<file path="src/rtl/mips_isa_pkg.sv">
// MIPS-I encoding constants, the op_sel mnemonic enumeration and word-building helpers
// shared by the instruction encoder and its field packer.
package mips_isa_pkg;

    typedef enum logic [4:0] {
        OP_ADD   = 5'd0,
        OP_ADDU  = 5'd1,
        OP_SUB   = 5'd2,
        OP_SUBU  = 5'd3,
        OP_AND   = 5'd4,
        OP_NOR   = 5'd5,
        OP_OR    = 5'd6,
        OP_XOR   = 5'd7,
        OP_SLT   = 5'd8,
        OP_SRL   = 5'd9,
        OP_SRLV  = 5'd10,
        OP_SRA   = 5'd11,
        OP_SRAV  = 5'd12,
        OP_SLL   = 5'd13,
        OP_SLLV  = 5'd14,
        OP_J     = 5'd15,
        OP_JAL   = 5'd16,
        OP_ADDI  = 5'd17,
        OP_ADDIU = 5'd18,
        OP_ANDI  = 5'd19,
        OP_ORI   = 5'd20,
        OP_XORI  = 5'd21,
        OP_BEQ   = 5'd22,
        OP_BNE   = 5'd23,
        OP_LW    = 5'd24,
        OP_SW    = 5'd25
    } op_sel_e;

    typedef enum logic [1:0] {
        ST_IDLE = 2'd0,
        ST_EMIT = 2'd1,
        ST_TERM = 2'd2,
        ST_DONE = 2'd3
    } enc_state_e;

    localparam logic [5:0] OPC_RTYPE = 6'h00;
    localparam logic [5:0] OPC_J     = 6'h02;
    localparam logic [5:0] OPC_JAL   = 6'h03;
    localparam logic [5:0] OPC_BEQ   = 6'h04;
    localparam logic [5:0] OPC_BNE   = 6'h05;
    localparam logic [5:0] OPC_ADDI  = 6'h08;
    localparam logic [5:0] OPC_ADDIU = 6'h09;
    localparam logic [5:0] OPC_ANDI  = 6'h0C;
    localparam logic [5:0] OPC_ORI   = 6'h0D;
    localparam logic [5:0] OPC_XORI  = 6'h0E;
    localparam logic [5:0] OPC_LW    = 6'h23;
    localparam logic [5:0] OPC_SW    = 6'h2B;

    localparam logic [5:0] FUNC_SLL  = 6'h00;
    localparam logic [5:0] FUNC_SRL  = 6'h02;
    localparam logic [5:0] FUNC_SRA  = 6'h03;
    localparam logic [5:0] FUNC_SLLV = 6'h04;
    localparam logic [5:0] FUNC_SRLV = 6'h06;
    localparam logic [5:0] FUNC_SRAV = 6'h07;
    localparam logic [5:0] FUNC_ADD  = 6'h20;
    localparam logic [5:0] FUNC_ADDU = 6'h21;
    localparam logic [5:0] FUNC_SUB  = 6'h22;
    localparam logic [5:0] FUNC_SUBU = 6'h23;
    localparam logic [5:0] FUNC_AND  = 6'h24;
    localparam logic [5:0] FUNC_OR   = 6'h25;
    localparam logic [5:0] FUNC_XOR  = 6'h26;
    localparam logic [5:0] FUNC_NOR  = 6'h27;
    localparam logic [5:0] FUNC_SLT  = 6'h2A;

    localparam logic [31:0] TERM_WORD = 32'hFFFF_FFFF;

    function automatic logic [31:0] r_word(input logic [4:0] rs, input logic [4:0] rt,
                                           input logic [4:0] rd, input logic [4:0] shamt,
                                           input logic [5:0] func);
        return {OPC_RTYPE, rs, rt, rd, shamt, func};
    endfunction

    function automatic logic [31:0] i_word(input logic [5:0] opc, input logic [4:0] rs,
                                           input logic [4:0] rt, input logic [15:0] imm);
        return {opc, rs, rt, imm};
    endfunction

    function automatic logic [31:0] j_word(input logic [5:0] opc, input logic [25:0] target);
        return {opc, target};
    endfunction

endpackage

</file>
<file path="src/rtl/instr_field_pack.sv">
// Combinational MIPS-I word packer: maps an op_sel mnemonic plus operand fields to a
// 32-bit instruction word and flags op_sel values outside the mnemonic table.
module instr_field_pack
    import mips_isa_pkg::*;
(
    input  logic [4:0]  op_sel,
    input  logic [4:0]  rs,
    input  logic [4:0]  rt,
    input  logic [4:0]  rd,
    input  logic [4:0]  shamt,
    input  logic [15:0] imm,
    input  logic [25:0] target,
    output logic [31:0] word,
    output logic        illegal
);

    // Only the immediate shifts carry shamt; every other R-type encodes zero there.
    always_comb begin
        word    = '0;
        illegal = 1'b0;
        case (op_sel)
            OP_ADD:   word = r_word(rs, rt, rd, 5'd0, FUNC_ADD);
            OP_ADDU:  word = r_word(rs, rt, rd, 5'd0, FUNC_ADDU);
            OP_SUB:   word = r_word(rs, rt, rd, 5'd0, FUNC_SUB);
            OP_SUBU:  word = r_word(rs, rt, rd, 5'd0, FUNC_SUBU);
            OP_AND:   word = r_word(rs, rt, rd, 5'd0, FUNC_AND);
            OP_NOR:   word = r_word(rs, rt, rd, 5'd0, FUNC_NOR);
            OP_OR:    word = r_word(rs, rt, rd, 5'd0, FUNC_OR);
            OP_XOR:   word = r_word(rs, rt, rd, 5'd0, FUNC_XOR);
            OP_SLT:   word = r_word(rs, rt, rd, 5'd0, FUNC_SLT);
            OP_SRL:   word = r_word(rs, rt, rd, shamt, FUNC_SRL);
            OP_SRLV:  word = r_word(rs, rt, rd, 5'd0, FUNC_SRLV);
            OP_SRA:   word = r_word(rs, rt, rd, shamt, FUNC_SRA);
            OP_SRAV:  word = r_word(rs, rt, rd, 5'd0, FUNC_SRAV);
            OP_SLL:   word = r_word(rs, rt, rd, shamt, FUNC_SLL);
            OP_SLLV:  word = r_word(rs, rt, rd, 5'd0, FUNC_SLLV);
            OP_J:     word = j_word(OPC_J, target);
            OP_JAL:   word = j_word(OPC_JAL, target);
            OP_ADDI:  word = i_word(OPC_ADDI, rs, rt, imm);
            OP_ADDIU: word = i_word(OPC_ADDIU, rs, rt, imm);
            OP_ANDI:  word = i_word(OPC_ANDI, rs, rt, imm);
            OP_ORI:   word = i_word(OPC_ORI, rs, rt, imm);
            OP_XORI:  word = i_word(OPC_XORI, rs, rt, imm);
            OP_BEQ:   word = i_word(OPC_BEQ, rs, rt, imm);
            OP_BNE:   word = i_word(OPC_BNE, rs, rt, imm);
            OP_LW:    word = i_word(OPC_LW, rs, rt, imm);
            OP_SW:    word = i_word(OPC_SW, rs, rt, imm);
            default:  illegal = 1'b1;
        endcase
    end

endmodule

</file>
<file path="src/rtl/instr_encoder.sv">
// Instruction encoder: accepts mnemonic requests, writes encoded words to instruction
// memory, and appends a terminator on finish. Optional INSTR_ENC_BRANCH_REL_EN makes
// beq/bne imm an absolute word address converted to a PC-relative offset.
module instr_encoder
    import mips_isa_pkg::*;
#(
    parameter int DEPTH  = 512,
    parameter int ADDR_W = $clog2(DEPTH)
) (
    input  logic              clk,
    input  logic              rst_n,
    input  logic              clear,
    input  logic              in_valid,
    output logic              in_ready,
    input  logic [4:0]        op_sel,
    input  logic [4:0]        rs,
    input  logic [4:0]        rt,
    input  logic [4:0]        rd,
    input  logic [4:0]        shamt,
    input  logic [15:0]       imm,
    input  logic [25:0]       target,
    input  logic              finish,
    output logic              mem_we,
    output logic [ADDR_W-1:0] mem_addr,
    output logic [31:0]       mem_wdata,
    output logic              done,
    output logic              err,
    output logic [ADDR_W:0]   count
);

    localparam logic [ADDR_W-1:0] LAST_ADDR = ADDR_W'(DEPTH - 1);
    localparam logic [ADDR_W-1:0] PTR_INC   = ADDR_W'(1);
    localparam logic [ADDR_W:0]   CNT_INC   = (ADDR_W + 1)'(1);

    enc_state_e        state_q, state_d;
    logic [ADDR_W-1:0] wr_ptr_q, wr_ptr_d;
    logic [ADDR_W:0]   count_q, count_d;
    logic [31:0]       word_q, word_d;
    logic              err_q, err_d;

    logic [15:0]       imm_eff;
    logic [31:0]       packed_word;
    logic              illegal;
    logic              accept;

`ifdef INSTR_ENC_BRANCH_REL_EN
    // Offset is relative to the word after the branch, i.e. target - (pc + 1).
    always_comb begin
        imm_eff = imm;
        if (op_sel == OP_BEQ || op_sel == OP_BNE) begin
            imm_eff = imm - (16'(wr_ptr_q) + 16'd1);
        end
    end
`else
    assign imm_eff = imm;
`endif

    instr_field_pack u_pack (
        .op_sel  (op_sel),
        .rs      (rs),
        .rt      (rt),
        .rd      (rd),
        .shamt   (shamt),
        .imm     (imm_eff),
        .target  (target),
        .word    (packed_word),
        .illegal (illegal)
    );

    // The last memory word stays free so a terminator always fits.
    assign in_ready = rst_n && (state_q == ST_IDLE) && (wr_ptr_q < LAST_ADDR);
    assign accept   = in_valid && in_ready;

    always_comb begin
        state_d  = state_q;
        wr_ptr_d = wr_ptr_q;
        count_d  = count_q;
        word_d   = word_q;
        err_d    = 1'b0;
        case (state_q)
            ST_IDLE: begin
                if (accept) begin
                    if (illegal) begin
                        err_d = 1'b1;
                    end else begin
                        word_d  = packed_word;
                        state_d = ST_EMIT;
                    end
                end else if (finish) begin
                    state_d = ST_TERM;
                end
            end
            ST_EMIT: begin
                wr_ptr_d = wr_ptr_q + PTR_INC;
                count_d  = count_q + CNT_INC;
                state_d  = ST_IDLE;
            end
            ST_TERM: begin
                count_d = count_q + CNT_INC;
                state_d = ST_DONE;
            end
            ST_DONE: begin
                state_d = ST_DONE;
            end
            default: begin
                state_d = ST_IDLE;
            end
        endcase
        if (clear) begin
            state_d  = ST_IDLE;
            wr_ptr_d = '0;
            count_d  = '0;
            err_d    = 1'b0;
        end
    end

    always_ff @(posedge clk or negedge rst_n) begin
        if (!rst_n) begin
            state_q  <= ST_IDLE;
            wr_ptr_q <= '0;
            count_q  <= '0;
            word_q   <= '0;
            err_q    <= 1'b0;
        end else begin
            state_q  <= state_d;
            wr_ptr_q <= wr_ptr_d;
            count_q  <= count_d;
            word_q   <= word_d;
            err_q    <= err_d;
        end
    end

    // The write strobe is gated by clear so an abandoned write never reaches memory.
    assign mem_we    = ((state_q == ST_EMIT) || (state_q == ST_TERM)) && !clear;
    assign mem_addr  = wr_ptr_q;
    assign mem_wdata = (state_q == ST_TERM) ? TERM_WORD : word_q;
    assign done      = (state_q == ST_DONE);
    assign err       = err_q;
    assign count     = count_q;

endmodule

</file>
<file path="config.mk">
export PLATFORM = sky130hd
export DESIGN_NAME = instr_encoder
export DESIGN_NICKNAME = d
export VERILOG_FILES = /design/src/rtl/mips_isa_pkg.sv /design/src/rtl/instr_field_pack.sv /design/src/rtl/instr_encoder.sv
export SDC_FILE = /design/constraint.sdc
export NUM_CORES = 1
export LEC_CHECK = 0
export CORE_MARGIN = 5
export CORE_UTILIZATION = 39
export DETAILED_ROUTE_END_ITERATION = 12
export PLACE_DENSITY = 0.74
export SYNTH_ARGS = -nofsm -noshare
export SYNTH_HDL_FRONTEND = slang
export SYNTH_SLANG_ARGS = --single-unit
</file>
<file path="constraint.sdc">
create_clock -name clk -period 1.9 [get_ports clk]
set_input_delay 0.285 -clock clk [delete_from_list [all_inputs] [get_ports clk]]
set_output_delay 0.285 -clock clk [all_outputs]
set_load 0.1 [all_outputs]
</file>
* Yosys cells after proc, flatten, opt, wreduce, memory -nomap -nowiden
Cells that the tools add are included.
Operators by class: add/sub/neg operators 2, $lt $le $gt $ge 1, equal/unequal tests 30, mux-type cells 15, reductions and logical operators 15
Operators by type and width (count):
- one-hot mux 32 bit (26 select lines) | 1
- equality test 5 bit (second input constant) | 10
- equality test 5 x 4 -> 1 bit (second input constant) | 8
- two-way mux 32 bit | 1
- OR reduction 26 bit | 1
- equality test 5 x 3 -> 1 bit (second input constant) | 4
- two-way mux 10 bit | 2
- two-way mux 9 bit | 2
- adder 10 x 1 -> 10 bit (second input constant) | 1
- equality test 5 x 2 -> 1 bit (second input constant) | 2
- adder 9 x 1 -> 9 bit (second input constant) | 1
- < comparator 9 bit (second input constant) | 1
- two-way mux 2 bit | 4
- != test 4 bit (second input constant) | 2
- one-hot mux 2 bit (3 select lines) | 1
- equality test 5 x 1 -> 1 bit (second input constant) | 1
- logical NOT 5 bit | 1
- equality test 2 bit (second input constant) | 2
- logical AND 1 bit | 4
- two-way mux 1 bit | 4
- nonzero test 2 bit | 2
- OR reduction 2 bit | 2
- AND reduction 3 bit | 1
- equality test 2 x 1 -> 1 bit (second input constant) | 1
- other kinds (4) | 4
Storage, ports and cells: register bits after elaboration 54, input bits 72, output and inout bits 55, word-level logic and storage cells 68

* Logic depth before layout (Yosys ltp)
Gate-level depths: netlist (run 1).
word-level depth 7, depth in mapped cells 9, gate-level depth less buffers 7

* Hierarchy
Synthesis (run 1) repeated with hierarchy kept, for this count alone.
Second synthesis, totals: cells, all modules 336, area, all modules 3453.3 um^2
Modules (own cells, without submodules):
- instr_encoder | times used 1, cells an instance 218, area each 2720.1 um^2, seq. area each 1351.3 um^2
- instr_field_pack | times used 1, cells an instance 118, area each 733.2 um^2, seq. area each 0.0 um^2

* Least setup slack after synthesis (run 1)
No wires, ideal clock.
kind register to output, start register state_q[0], end output port mem_we, data arrival time 2305 ps, data required time 1615 ps, path slack -690 ps, cell stages (with the launch flop) 5, buffers on the path 1, cell sequence dfrtp_1 > inv_1 > ha_1 > clkbuf_1 > nor2b_1
On the way: longest elaborated chain between the ends 3, elaborated cells on any way between the ends 4, classes of those cells 2 x eq/ne; 2 x reduce/logical
Ends and longest elaborated chain:
- start, declared | line instr_encoder.sv:35 | enc_state_e state_q, state_d;
- start signal, assigned | line instr_encoder.sv:125 | state_q <= state_d;
- equality test 2 x 1 -> 1 bit / equality test 2 bit (equally long branches) | line instr_encoder.sv:134 | assign mem_we = ((state_q == ST_EMIT) || (state_q == ST_TERM)) && !clear;
- logical OR 1 bit (*) | line instr_encoder.sv:134
- logical AND 1 bit (*) | line instr_encoder.sv:134
- end, declared | line instr_encoder.sv:23 | output logic mem_we,
Every way passes the cells marked *; elsewhere a longest branch is shown, timed or not.

* Worst setup path in the final report (run 1)
start register state_q[0], end output port mem_wdata[10]
On the way: longest elaborated chain between the ends 2
Ends and longest elaborated chain:
- equality test 2 bit | line instr_encoder.sv:136 | assign mem_wdata = (state_q == ST_TERM) ? TERM_WORD : word_q;
- two-way mux 32 bit | line instr_encoder.sv:136
- end, declared | line instr_encoder.sv:25 | output logic [31:0] mem_wdata,
No other way between the ends.

==> run metrics, run 1 <==
PortBufs=126; Max-slew headroom=0.546; largest stage delay on the critical path=400 ps; CTS buffer count=5; Final WS setup=-65.6 ps; share of cells above drive strength 1=0.349; Pre-antenna DRT Iters=4; WHS=149 ps; first-pass GRT wire length=16000 um; commonest cells after routing, fill and taps aside=clkdlybuf4s50_1, buf_4, nor2_1; final design utilization=0.707; maximum clock path buffer count=2; routability cong.=0.841; Syn Std Cell Area=3070 um^2; yosys warns=0; core area=7690 um^2; std cell rows=32; area grow syn2layout=77.0%; slowest CP cell=dfrtp_1; Post-Synthesis Cells=344; Die Area=9740 um^2; vias in the first global route=3237; fin. max-slew vios=0; post-route clock period utilization=1.03; Starting Density=0.399; Sinks on Clock Net=53; CTS H-Tree Depth=2; antenna violations before repair=0; pin count of the biggest net entering global routing=54; unrepaired setup endpoints after global routing=yes; Clk Latency, worst-skew pair=320 ps; total number of vias=3174; Leak=2.36 nW; violations in the final reports=negative setup slack; DIE WIDTH=98.7 um; power per cell area=1970 nW/um^2; Worst EP required=1620 ps; DRT iter0 DRCs=160; io pins=127; GRT Util Overall=0.200; Final nets=582; Finish-stage setup viols=32; CP bufs+invs=4; CTS tree=built; Max Fclk=0.509 GHz; Synth area leaders=dfrtp_1, or2_2, nor2_1; vias per inst=5.24; aggregate routed wire length=9820 um; Root Buffer=clkbuf_8; share of the synthesized area in the top cell type=0.432; crit-path leading delay family=buffers and inverters; sequential element share of the synthesized area=0.432; pre-CTS WS=-297 ps; commonest non-fill, non-tap cell in the layout=clkdlybuf4s50_1; clock skew=20.4 ps; status=finished, violations left; GRT Residual Overflow=0; drt drc=0; crit start category=flop; syn_area_per_cell=8.92 um^2; DP HPWL=7250 um; Mapped Nets=423; Hold Fails Final Rpt=0; largest area contributor in the netlist=dfrtp_1; register bit count reported by yosys=53; worst-path cell chain=inv_2, buf_6, ha_4, clkbuf_16, or2_4, buf_12; Synth cell types=44; height of the die=98.7 um; Ant. Diodes=0; antenna-violating nets left=0; max-capacitance violation count=0; Top FF cell, synth=dfrtp_1; drt wl/cell=16.2 um; Worst-Margin Slew=681 ps; min Tclk post-route=1970 ps; Worst Path Max Fanout=8; CP Class=reg -> out; highest ir drop seen on vdd=0.00100 V; CTS clk-pin slew, worst paths=120 ps; FILL cells=620; critical path data arrival time=1680 ps; CP endpoint kind=primary output; asr flop ratio synth=1.00; EDFF count, synth=0; Hold WC Path Type=in -> async
-- cell type report --
type / instances / area, um^2 / area share
Inverter: 11 / 41.3 / 0.00760
Clock inverter: 3 / 25.0 / 0.00461
Multi-Input combinational cell: 253 / 1710 / 0.315
Timing Repair Buffer: 179 / 2100 / 0.386
Clock buffer: 5 / 68.8 / 0.0127
Tap cell: 102 / 128 / 0.0235
Sequential cell: 53 / 1360 / 0.251
-- through the flow --
step	cell area [um^2]	total power [W]	TNS, ps	std cells
4_1_cts	5330	0.0106	-998	600
3_5_place_dp	5090	0.00939	-7600	588
6_report	5430	0.0107	-1400	606
5_1_grt	5430	0.0111	-3600	606
3_3_place_gp	5090	0.00930	-5470	588
2_1_floorplan	3150	0.00657	-18.6	344
-- cell usage after synthesis (2+ instances only) --
master     n
or2_2     32
a222oi_1   6
nand2b_1   3
o21ai_0   16
nor2_1    47
mux2_2     4
nor3_1     4
and3_1     2
nand2_1   18
buf_6      3
mux2i_1    4
a21oi_1   30
inv_1     11
a31oi_1   10
buf_2      6
or3_1      5
o22a_1     2
clkbuf_1  17
dfrtp_1   53
nand4_1    8
ha_1       7
nand3_1    4
xnor2_1    5
a221oi_1   2
xor2_1     8
a22oi_1   16
nor2b_1    2
nor3b_1    3
-- final timing paths --
| check | startpoint | to | slack, ps | cells past startpoint |
|---|---|---|---|---|
| min reg2reg | word_q[31] | word_q[31] | 520 | 1 |
| min in group clk | rst_n | err | 460 | 4 |
| max | state_q[0] | mem_wdata[10] | -70 | 6 |
| max reg2reg | state_q[1] | word_q[0] | 60 | 9 |
| min | rst_n | count[0] | 150 | 2 |
| max in group asynchronous | rst_n | mem_addr[1] | 1240 | 2 |
-- cell families (layout without fill, tap and decap cells) --
family | after synthesis | in the layout | synth area share
simple gates | 132 | 132 | 0.222
compound gates | 93 | 93 | 0.197
flops | 53 | 53 | 0.432
buf+inv | 38 | 198 | 0.0563
xor+xnor | 13 | 13 | 0.0371
mux | 8 | 8 | 0.0277
fa+ha+maj | 7 | 7 | 0.0285
-- sequential cells by signal, summed over array words and instances, names as in the netlist --
signal	flops
count	10
err	1
mem_addr	9
state_q	2
word_q	31
-- where the power goes --
group	total [W]	switching [W]	internal, W
Combinational	0.00829	0.00501	0.00327
Clock	0.000681	0.000414	0.000267
Sequential	0.00172	0.000218	0.00151
-- routing by layer --
layer  GRT usage  routed length [um]  up-vias
met3      0.0453                 566       11
li1            -                   -     1532
met1       0.242                4130     1534
met5           0                   0        -
met4      0.0578                 153        0
met2       0.357                4970       97
-- what timing repair did --
| item | CTS | global route |
|---|---|---|
| setup buffers | 5 | 5 |
| setup endpoints to repair | 32 | 56 |
| hold buffers | 0 | 0 |
| pin swaps | 1 | 27 |
| resized for setup | 35 | 11 |
| gates cloned | 0 | 1 |
Power figures use the tool's default switching activity.
==> run 2, diff against run 1 <==
Settings changed: ABC_CLOCK_PERIOD_IN_PS set to 1900, CORE_UTILIZATION 39 to 35, PLACE_DENSITY 0.74 to 0.67.
==> run 2 against run 1 <==
  * The run now ends clean
  * Critical path depth is 1 lower
  * Global-route usage is 2.0 points lower
  * Die area is 10% higher
  * Critical path type unchanged
  * Largest cell class unchanged
==> run metrics, run 2 (same netlist as run 1, synthesis figures left out) <==
status=complete, no violations; commonest cells after routing, fill and taps aside=clkdlybuf4s50_1, nor2_1, buf_12; std cell rows=34; Clk Latency, worst-skew pair=310 ps; DRT iter0 DRCs=169; DIE WIDTH=104 um; clock skew=9.45 ps; Hold Fails Final Rpt=0; register name with the most flops=word_q; antenna violations before repair=1; Max-slew headroom=0.540; CP Class=reg -> out; maximum clock path buffer count=2; crit start category=flop; share of cells above drive strength 1=0.326; total number of vias=3123; Die Area=10700 um^2; Hold WC Path Type=in -> async; min Tclk post-route=1880 ps; vias per inst=5.26; largest stage delay on the critical path=400 ps; drt wl/cell=17.4 um; commonest non-fill, non-tap cell in the layout=clkdlybuf4s50_1; Worst Path Max Fanout=17; CTS clk-pin slew, worst paths=100 ps; max reg flops=31; CTS tree=built; power per cell area=1990 nW/um^2; area grow syn2layout=73.9%; routability cong.=0.823; CP endpoint kind=primary output; Worst EP required=1620 ps; Root Buffer=clkbuf_8; max-capacitance violation count=0; height of the die=104 um; io pins=127; Overall Power=0.0106 W; slowest CP cell=dfrtp_1; core area=8640 um^2; post-route clock period utilization=0.991; GRT Util Overall=0.180; Finish-stage setup viols=0; aggregate routed wire length=10300 um; worst-path cell chain=buf_6, ha_4, buf_12, or2_4, buf_12; Pre-antenna DRT Iters=5; vias in the first global route=3100; highest ir drop seen on vdd=0.00182 V; final design utilization=0.618; cell mode on critical path=buf_12; PortBufs=126; first-pass GRT wire length=16200 um; CTS buffer count=5; critical path data arrival time=1600 ps; drt drc=0; CTS H-Tree Depth=2; Max Fclk=0.531 GHz; Worst-Margin Slew=690 ps; unrepaired setup endpoints after global routing=yes; antenna-violating nets left=0; Sinks on Clock Net=53; pin count of the biggest net entering global routing=56; Final nets=563; DP HPWL=7230 um; GRT Residual Overflow=0; Starting Density=0.355; fin. max-slew vios=0; Leak=2.26 nW
-- run 2: routing by layer --
metal  routed length (um)  global-route usage  vias up
met4                  159              0.0525        0
met3                  563              0.0305       10
met1                 4360               0.233     1507
met2                 5250               0.307      110
met5                    0                   0        -
li1                     -                   -     1496
-- run 2: cell type report --
cell class / instances / area [um^2]
sequential: 53 / 1360
antenna: 1 / 2.50
multi-input combinational: 253 / 1720
timing repair buffer: 160 / 1960
inverter: 11 / 41.3
clock inverter: 3 / 43.8
clock buffer: 5 / 68.8
tap: 108 / 135
fill: 730 / 3300
-- run 2: power by group --
group / switching, W / internal, W / leakage (nW) / total [W]
logic: 0.00496 / 0.00314 / 1.56 / 0.00811
clock network: 0.000394 / 0.000396 / 0.0585 / 0.000790
registers: 0.000228 / 0.00151 / 0.642 / 0.00173
-- run 2: path summary, 6_finish.rpt --
kind / from / endpoint / slack, ps / depth (start not counted)
worst max-delay path: state_q[1] / mem_wdata[23] / 20 / 5
worst min-delay path: rst_n / word_q[31] / 140 / 2
worst max register to register: mem_addr[1] / state_q[1] / 30 / 5
worst min register to register: word_q[2] / word_q[2] / 520 / 1
max in group asynchronous: rst_n / mem_addr[5] / 1240 / 2
min in group clk: rst_n / err / 470 / 4
-- run 2: stage by stage --
step                      instance area, um^2  setup slack (ps)  hold WS, ps  TNS [ps]  instances
after floorplan                          3150             -9.35        -10.6     -18.6        344
after global placement                   4950              -228          488     -5130        574
after detailed placement                 4950              -297          489     -6670        574
after CTS                                5200             0.192          158         0        585
after global routing                     5340             -49.8          203      -794        594
final                                    5340              16.2          139         0        594
-- run 2: worst max-delay path: cells and delay by family (launching register included) --
kind,cells,cell delay (ps)
DFF,1,400
adders and majority gates,1,170
and+or+nand+nor,1,260
buffers and inverters,3,440
-- run 2: repair_timing --
item,4_1_cts,5_1_grt
pin swaps,5,5
hold buffers,0,0
setup endpoints to repair,32,63
gates resized for setup,35,7
buffers inserted,3,5
cloned,0,3
